`config.mk`:
```
export PLATFORM = sky130hd
export DESIGN_NAME = occupancy_map_builder
export DESIGN_NICKNAME = d
export VERILOG_FILES = /design/src/rtl/occupancy_map_builder.sv
export SDC_FILE = /design/constraint.sdc
export NUM_CORES = 1
export LEC_CHECK = 0
export CAP_MARGIN = 15
export CORE_UTILIZATION = 30
export CTS_CLUSTER_SIZE = 10
export DETAILED_ROUTE_END_ITERATION = 6
export SLEW_MARGIN = 20
export SYNTH_ARGS = -nofsm -noshare
export SYNTH_HDL_FRONTEND = slang
export SYNTH_SLANG_ARGS = --single-unit
export TNS_END_PERCENT = 1
```
`constraint.sdc`:
```
create_clock -name clk -period 16.5 [get_ports clk]
set_input_delay 1.65 -clock clk [delete_from_list [all_inputs] [get_ports clk]]
set_output_delay 1.65 -clock clk [all_outputs]
set_load 0.01 [all_outputs]
```
`src/rtl/occupancy_map_builder.sv`:
```
// Builds white/black occupancy bitboards from packed piece locations, scanning one piece pair per
// clock from a snapshot taken at start; also flags dead kings and square collisions.
module occupancy_map_builder #(
  parameter int unsigned SQ_W   = 6,
  parameter int unsigned PIECES = 16
) (
  input  logic                     clk,
  input  logic                     RST,
  input  logic                     start,
  input  logic [SQ_W*PIECES-1:0]   location_vectors_w,
  input  logic [SQ_W*PIECES-1:0]   location_vectors_b,
  input  logic [PIECES-1:0]        alive_vectors_w,
  input  logic [PIECES-1:0]        alive_vectors_b,
  output logic [(1<<SQ_W)-1:0]     occ_w,
  output logic [(1<<SQ_W)-1:0]     occ_b,
  output logic                     busy,
  output logic                     valid,
  output logic                     king_dead_w,
  output logic                     king_dead_b,
  output logic                     collision
);

  localparam int unsigned NSQ = 1 << SQ_W;

  localparam logic [1:0] StIdle    = 2'd0;
  localparam logic [1:0] StScan    = 2'd1;
  localparam logic [1:0] StPublish = 2'd2;

  logic [1:0]             state_q, state_d;
  logic [3:0]             cnt_q, cnt_d;
  logic [SQ_W*PIECES-1:0] loc_w_q, loc_w_d, loc_b_q, loc_b_d;
  logic [PIECES-1:0]      alive_w_q, alive_w_d, alive_b_q, alive_b_d;
  logic [NSQ-1:0]         work_w_q, work_w_d, work_b_q, work_b_d;
  logic                   coll_work_q, coll_work_d;
  logic [NSQ-1:0]         occ_w_q, occ_w_d, occ_b_q, occ_b_d;
  logic                   valid_q, valid_d;
  logic                   kd_w_q, kd_w_d, kd_b_q, kd_b_d;
  logic                   coll_q, coll_d;

  logic [SQ_W-1:0]        sq_w, sq_b;
  logic                   al_w, al_b;

  assign sq_w = loc_w_q[SQ_W*cnt_q +: SQ_W];
  assign sq_b = loc_b_q[SQ_W*cnt_q +: SQ_W];
  assign al_w = alive_w_q[cnt_q];
  assign al_b = alive_b_q[cnt_q];

  always_comb begin
    state_d     = state_q;
    cnt_d       = cnt_q;
    loc_w_d     = loc_w_q;
    loc_b_d     = loc_b_q;
    alive_w_d   = alive_w_q;
    alive_b_d   = alive_b_q;
    work_w_d    = work_w_q;
    work_b_d    = work_b_q;
    coll_work_d = coll_work_q;
    occ_w_d     = occ_w_q;
    occ_b_d     = occ_b_q;
    kd_w_d      = kd_w_q;
    kd_b_d      = kd_b_q;
    coll_d      = coll_q;
    valid_d     = 1'b0;
    case (state_q)
      StIdle: begin
        if (start) begin
          loc_w_d     = location_vectors_w;
          loc_b_d     = location_vectors_b;
          alive_w_d   = alive_vectors_w;
          alive_b_d   = alive_vectors_b;
          work_w_d    = '0;
          work_b_d    = '0;
          coll_work_d = 1'b0;
          cnt_d       = 4'd0;
          state_d     = StScan;
        end
      end
      StScan: begin
        // Collision tests use the bitboards as they stood before this edge; the same-cycle
        // white/black overlap is caught separately.
        if (al_w) begin
          if (work_w_q[sq_w] || work_b_q[sq_w]) coll_work_d = 1'b1;
          work_w_d[sq_w] = 1'b1;
        end
        if (al_b) begin
          if (work_w_q[sq_b] || work_b_q[sq_b]) coll_work_d = 1'b1;
          work_b_d[sq_b] = 1'b1;
        end
        if (al_w && al_b && (sq_w == sq_b)) coll_work_d = 1'b1;
        cnt_d = cnt_q + 4'd1;
        if (cnt_q == 4'd15) state_d = StPublish;
      end
      StPublish: begin
        occ_w_d = work_w_q;
        occ_b_d = work_b_q;
        coll_d  = coll_work_q;
        kd_w_d  = ~alive_w_q[0];
        kd_b_d  = ~alive_b_q[0];
        valid_d = 1'b1;
        state_d = StIdle;
      end
      default: state_d = StIdle;
    endcase
  end

  always_ff @(posedge clk or posedge RST) begin
    if (RST) begin
      state_q     <= StIdle;
      cnt_q       <= '0;
      loc_w_q     <= '0;
      loc_b_q     <= '0;
      alive_w_q   <= '0;
      alive_b_q   <= '0;
      work_w_q    <= '0;
      work_b_q    <= '0;
      coll_work_q <= 1'b0;
      occ_w_q     <= '0;
      occ_b_q     <= '0;
      kd_w_q      <= 1'b0;
      kd_b_q      <= 1'b0;
      coll_q      <= 1'b0;
      valid_q     <= 1'b0;
    end else begin
      state_q     <= state_d;
      cnt_q       <= cnt_d;
      loc_w_q     <= loc_w_d;
      loc_b_q     <= loc_b_d;
      alive_w_q   <= alive_w_d;
      alive_b_q   <= alive_b_d;
      work_w_q    <= work_w_d;
      work_b_q    <= work_b_d;
      coll_work_q <= coll_work_d;
      occ_w_q     <= occ_w_d;
      occ_b_q     <= occ_b_d;
      kd_w_q      <= kd_w_d;
      kd_b_q      <= kd_b_d;
      coll_q      <= coll_d;
      valid_q     <= valid_d;
    end
  end

  assign occ_w       = occ_w_q;
  assign occ_b       = occ_b_q;
  assign busy        = (state_q != StIdle);
  assign valid       = valid_q;
  assign king_dead_w = kd_w_q;
  assign king_dead_b = kd_b_q;
  assign collision   = coll_q;

endmodule

```
==> summary.md <==
| Metric | Value |
|---|---|
| Violations in the final reports | `DRC` |
| Relative area change from synthesis to final layout | `27.62%` |
| Net count after synthesis | `2642` |
| Quantity of gates resized following cts | `0` |
| Count of different cell masters after synthesis | `76` |
| Critical-path maximum fanout | `32` |
| Routed WL | `roughly 75000 um` |
| Post-route total power | `5.608 mW` |
| Per-cell via count in the routed design | `between 4 and 5` |
| Final setup vio count | `0` |
| FMAX | `around 0.21 GHz` |
| Worst clock skew on the final layout | `approximately 0.018 ns` |
| Total stage count of the critical path | `10` |
| Fraction of final layout cells with drive strength greater than 1 | `approximately 7.4%` |
| NumNets Final | `slightly below 3000` |
| Setup repair after global routing missed its margin | `false` |
| Worst skew pair latency | `~0.6 ns` |
| Effective utilization at floorplan | `30.34%` |
| Maximum ir drop on the vdd rail | `approximately 0.11 mV` |
| Maximum level of the CTS H-tree | `2` |
| Hold-fix buffers, CTS | `0` |
| Number of register bits inferred by synthesis | `around 490` |
| Post-detail-place hpwl | `approximately 52000 um` |
| Post-synthesis instance area | `between 0.02 and 0.025 sq mm` |
| Buffer and inverter count on the worst path | `1` |
| Max-slew violation count | `0` |
| Most frequent cells in the layout | `nand2_1 (1109), dfrtp_1 (487), clkdlybuf4s50_1 (359)` |
| Remaining design rule violation count | `34` |
| Initial antenna violation count | `5` |
| Number of flops mapped to enable cells by yosys | `0` |
| Leading cell type in the layout, fill and taps excluded | `nand2_1` |
| Chain of cells forming the critical path | `buf_4, mux4_2, nand2_1, nand4_2, nor3_1, o21ai_0, and4_1, a311oi_1, nor4_1, o22ai_1` |
| Power density over cell area | `slightly below 200 mW/mm^2` |
| Family with the most delay on the worst path | `simple AND/OR/NAND/NOR gates` |
| Clock buffer count from CTS | `58` |
| Post-CTS setup buffer count | `0` |
| Total Die Area | `0.07501 sq mm` |
| Row count | `between 90 and 100` |
| Crit-path max cell delay | `0.87 ns` |
| Floorplan Core Area | `about 0.073 sq mm` |
| Transition time at the pin with the least slew margin | `approximately 1.2 ns` |
| Min Clock Period, post-route | `roughly 4.7 ns` |
| Synthesized area per cell | `approximately 9 sq um` |
| Final global-route overflow total | `0` |
| Total Negative Setup Slacks | `0 ns` |
| Max stage delay cell, worst path | `nor3_1` |
| Number of optimization iterations in the first detailed-route pass | `7` |
| ANT nets after route | `0` |
| Number of endpoints with negative hold slack in the final report | `0` |
| TritonCTS clock tree | `built` |
| CTS clock-pin slew for the worst setup and hold paths | `about 0.060 ns` |
| Clock tree buffer depth | `3` |
| Post-synth top flop | `dfrtp_1` |
| Status | `finished, violations left` |
| Critical Path End Type | `flop` |
| Maximum number of pins on one net before global-route repair | `about 130` |
| Worst relative slew slack | `16.66%` |
| Routed length per instance | `20.17 um` |
| Count of buffers from port buffering | `approximately 360` |
| Worst EP required | `17.03 ns` |
| First-iteration detailed-routing DRC count | `around 2000` |
| Root Driver | `clkbuf_16` |
| Number of vias after detailed routing | `between 15000 and 20000` |
| Global-route wire length before repair | `roughly 110000 um` |
| Total number of clock tree sinks | `491` |
| Worst Path Arrival | `5.28 ns` |
| Total I/O pin count | `between 300 and 400` |
| Worst reg2reg path depth | `10` |
| Async S/R FF share, synth | `between 90% and 100%` |
| Worst hold path class | `reg2reg` |
| Synthesized instance count | `about 2400` |
| Fraction of the yosys area taken by sequential cells | `55.41%` |
| Startpoint type of the worst setup path | `flop` |
| Floorplan die height | `273.9 um` |
| Global placer's final weighted congestion | `about 0.92` |
| X dimension of the die | `around 270 um` |
| Pleak | `roughly 14 nW` |
| Via count of the first global-routing pass | `around 18000` |
| Syn. warnings | `0` |
| Combined global-route utilization of all metal layers | `about a fifth` |
| Number of cells traversed by the worst hold path | `2` |
| Number of maximum-capacitance constraint violations | `0` |
| CP Class | `reg2reg` |
| Final critical-path share of the clock period | `28.77%` |
[Yosys cell counts, types with 5 or more instances]
cell type	count	area share (%)
clkbuf_1	101	1.7
nand3_1	11	0.25
nand2_1	1110	19
a31oi_1	10	0.28
nor3_1	28	0.63
dfrtp_1	491	55
mux2i_1	32	1.4
mux4_1	8	0.95
nor2b_1	5	0.14
nor4_1	6	0.17
buf_2	15	0.34
nor2_1	198	3.4
buf_6	10	0.51
o311ai_0	7	0.28
and2_1	7	0.20
nand2b_1	7	0.20
a21oi_1	141	3.2
o21ai_0	32	0.72
o211ai_1	7	0.24
mux2_2	6	0.30
xnor2_1	6	0.24
or3_1	5	0.14
inv_1	7	0.12
buf_4	10	0.34
mux4_2	62	6.3
a211oi_1	6	0.20
a22oi_1	9	0.30
[worst paths after layout]
check / start / end / slack, ns
max in group asynchronous: RST / loc_w_q[28] / 12.57
worst max-delay path: cnt_q[1] / coll_work_q / 11.75
worst max register to register: cnt_q[1] / coll_work_q / 11.75
min in group asynchronous: RST / occ_w[56] / 1.63
worst min register to register: alive_b_q[11] / alive_b_q[11] / 0.47
worst min-delay path: alive_b_q[11] / alive_b_q[11] / 0.47
[tightest hold or removal path, stage by stage, from the launching register on]
cell and delay [ns]:
dfrtp_1 0.33, nand2_1 0.05, nand2_1 0.05
[state kept, by name (all words and copies together) (netlist names), 2 cells and up]
| name | cells |
|---|---|
| state_q | 2 |
| alive_w_q | 16 |
| occ_w | 64 |
| loc_b_q | 96 |
| alive_b_q | 16 |
| cnt_q | 4 |
| work_b_q | 64 |
| loc_w_q | 96 |
| occ_b | 64 |
| work_w_q | 64 |
[cell type report]
| cell class | instances | area [sq um] |
|---|---|---|
| inverters | 8 | 38.79 |
| multi-input cells | 1774 | 9209 |
| fillers | 7380 | 44780 |
| diodes | 1 | 2.502 |
| clock buffers | 79 | 1684 |
| clock inverters | 3 | 43.79 |
| repair buffers | 384 | 3825 |
| well taps | 959 | 1200 |
| flip-flops and latches | 491 | 12300 |
[cells by family after synthesis]
family / share of synthesized area [%]
adder cells (fa/ha/maj): 0.05641
AO/OA/AOI/OAI: 6.782
multiplexers: 9.451
buffers and inverters: 3.312
flip-flops: 55.41
AND/OR/NAND/NOR: 24.71
XOR/XNOR: 0.2765
[where the power goes]
| part | switching, mW | internal, mW | leakage, nW |
|---|---|---|---|
| Combinational | 1.54 | 0.923 | 6.35 |
| Sequential | 0.351 | 1.59 | 6.47 |
| Clock | 0.489 | 0.711 | 0.849 |
| Total | 2.38 | 3.23 | 13.7 |
[through the flow]
stage	instance area, sq um	setup WS, ns	util (%)	hold slack (ns)	cells
after floorplan	22180	1.146	-	0.4371	2414
after global placement	26500	11.47	36.26	0.4517	3614
after detailed placement	26510	11.48	36.27	0.4571	3614
after CTS	28230	11.77	38.63	0.4712	3696
after global routing	28300	11.52	38.72	0.4881	3698
final	28300	11.75	38.72	0.4669	3699
[layer usage]
| layer | vias up | track usage, % | wire (um) |
|---|---|---|---|
| li1 | 8507 | - | - |
| met1 | 8930 | 26.96 | 31730 |
| met2 | 725 | 31.99 | 35340 |
| met3 | 131 | 4.291 | 5687 |
| met4 | 8 | 5.102 | 1785 |
| met5 | - | 0 | 58 |
No activity file was read; power rests on OpenSTA's default activity.
==> variant (config.mk and constraints unchanged) <==
Make the reset (`RST`) synchronous in one clocked block.
--- a/src/rtl/occupancy_map_builder.sv
+++ b/src/rtl/occupancy_map_builder.sv
@@ -103,7 +103,7 @@
     endcase
   end
 
-  always_ff @(posedge clk or posedge RST) begin
+  always_ff @(posedge clk) begin
     if (RST) begin
       state_q     <= StIdle;
       cnt_q       <= '0;
Formal check against the unedited RTL: differs if RST is asserted again (counterexample within 4 cycles, from zero or initial values and one cycle with RST high); with RST held inactive, the same outputs for 10 cycles.
==> variant against the unedited design <==
- the flow still finishes with violations (DRC)
- wire length shrank 1.1%
- global-route usage grew 1.2 points
- design area shrank 8.6%
- die area shrank 9.1%
- non-clock buffer count is the same
- area after synthesis shrank 9.1%
- critical path depth shrank 1
- sequential cell count is the same
- worst setup slack gained 100 ps
- critical endpoint is now work_b_q[3]$_SDFFE_PP0P_
- largest cell class unchanged
- highest routed layer unchanged
Power is not compared: it rests on default switching activity, and its combinational part moved more than twofold at a synthesized area within 25%.
==> variant: results (changes against the unedited design) <==
fin_nets: 2994  # +1.7%
synthArstFlopShare_pct: 0  # -100 points
synth_fa_ha_area_share_pct: 0.0621  # +0.0057 points
met3_length_mm: 5.16  # -9.3%
grt_max_degree: 106  # -18%
fillCellCount: 6883  # -6.7%
slew_headroom_pct: 19.5  # +2.9 points
yosys-top-cells-area: "dfxtp_1 (49%), nand2_1 (14%), a21oi_1 (12%), mux4_2 (5.1%), nor2_1 (4.2%)"
grt_pass1_vias: 17500  # -3.0%
buf_share_pct: 14.6  # +1.1 points
cp_slowest_stage_delay_ps: 890  # +20 ps
netlist_instances: 2510  # +4.0%
multi_input_area_share_pct: 36.8  # +4.3 points
pre_cts_ws_ps: 11750  # +272 ps
synth_common_cells: "nand2_1 (764), dfxtp_1 (491), a21oi_1 (486)"
cts_setup_buffers: 0  # unchanged
post-route-drc-count: 13  # -62%
wl_per_cell_um: 20.2  # +0.26%
track_usage_pct: 21.0  # +1.2 points
met3_usage_pct: 3.87  # -0.42 points
placed_cell_area_mm2: 0.0242  # -8.6%
skew_ps: 27.1  # +9.55 ps
wl_met2_mm: 35.0  # -1.1%
synth_cell_types: 70  # -7.9%
violations: "DRC"
clk_pin_slew_worst_paths_ps: 50
clock_buffers: 72  # -8.9%
status: "complete, but fails checks"
seq_share_pct: 38.0  # -5.4 points
drive_above_1_share_pct: 5.93  # -1.5 points
grt_first_pass_wirelength_mm: 110  # -3.1%
p_comb_mw: 0.286
met1_usage_pct: 28.2  # +1.2 points
place_congestion: 0.909  # -0.77%
synthesis.nets: 2738  # +3.6%
synth-seq-area-share_pct: 48.8  # -6.6 points
critical_path.max_fanout: 49  # +53%
drt-met1-wl_mm: 31.9  # +0.64%
crit_path_top_delay_cell: "nor2_1"
grt_use_met2_pct: 34.9  # +2.9 points
synth_mux_area_share_pct: 7.84  # -1.6 points
vias_per_cell: 5.14  # +3.8%
yosys.area_share.xor_xnor_pct: 0.304  # +0.028 points
drtIter0Drc: 1577  # -21%
synth_compound_area_share_pct: 18.0  # +11 points
finalPower_mw: 2.67
multi_input_gates: 1826  # +2.9%
clockNetworkAreaShare_pct: 6.24  # +0.13 points
insertion_delay_ps: 620
final_area_mm2: 0.0259  # -8.6%
dp_cells: 3571  # -1.2%
crit_arrival_ps: 5170  # -110 ps
ys_warn_count: 0  # unchanged
diodes: 0  # -1
hpwl_mm: 51.6  # -0.30%
cts_buffers: 57  # -1.7%
## variant: cells by family (layout without fill, tap and decap cells)
group	after synthesis	after routing
xor+xnor	7	7
compound gates	649	649
flops	491	491
simple gates	1070	1070
buf+inv	193	467
fa+ha+maj	1	1
mux	99	99
## variant: worst paths after layout
kind | startpoint | endpoint | slack (ps) | depth (start not counted)
worst max-delay path | cnt_q[0]$_SDFFE_PP0P_ | work_b_q[3]$_SDFFE_PP0P_ | 11860 | 9
worst min-delay path | occ_w[17]$_SDFFE_PP0P_ | occ_w[17]$_SDFFE_PP0P_ | 450 | 2
worst max register to register | cnt_q[0]$_SDFFE_PP0P_ | work_b_q[3]$_SDFFE_PP0P_ | 11860 | 9
worst min register to register | occ_w[17]$_SDFFE_PP0P_ | occ_w[17]$_SDFFE_PP0P_ | 450 | 2
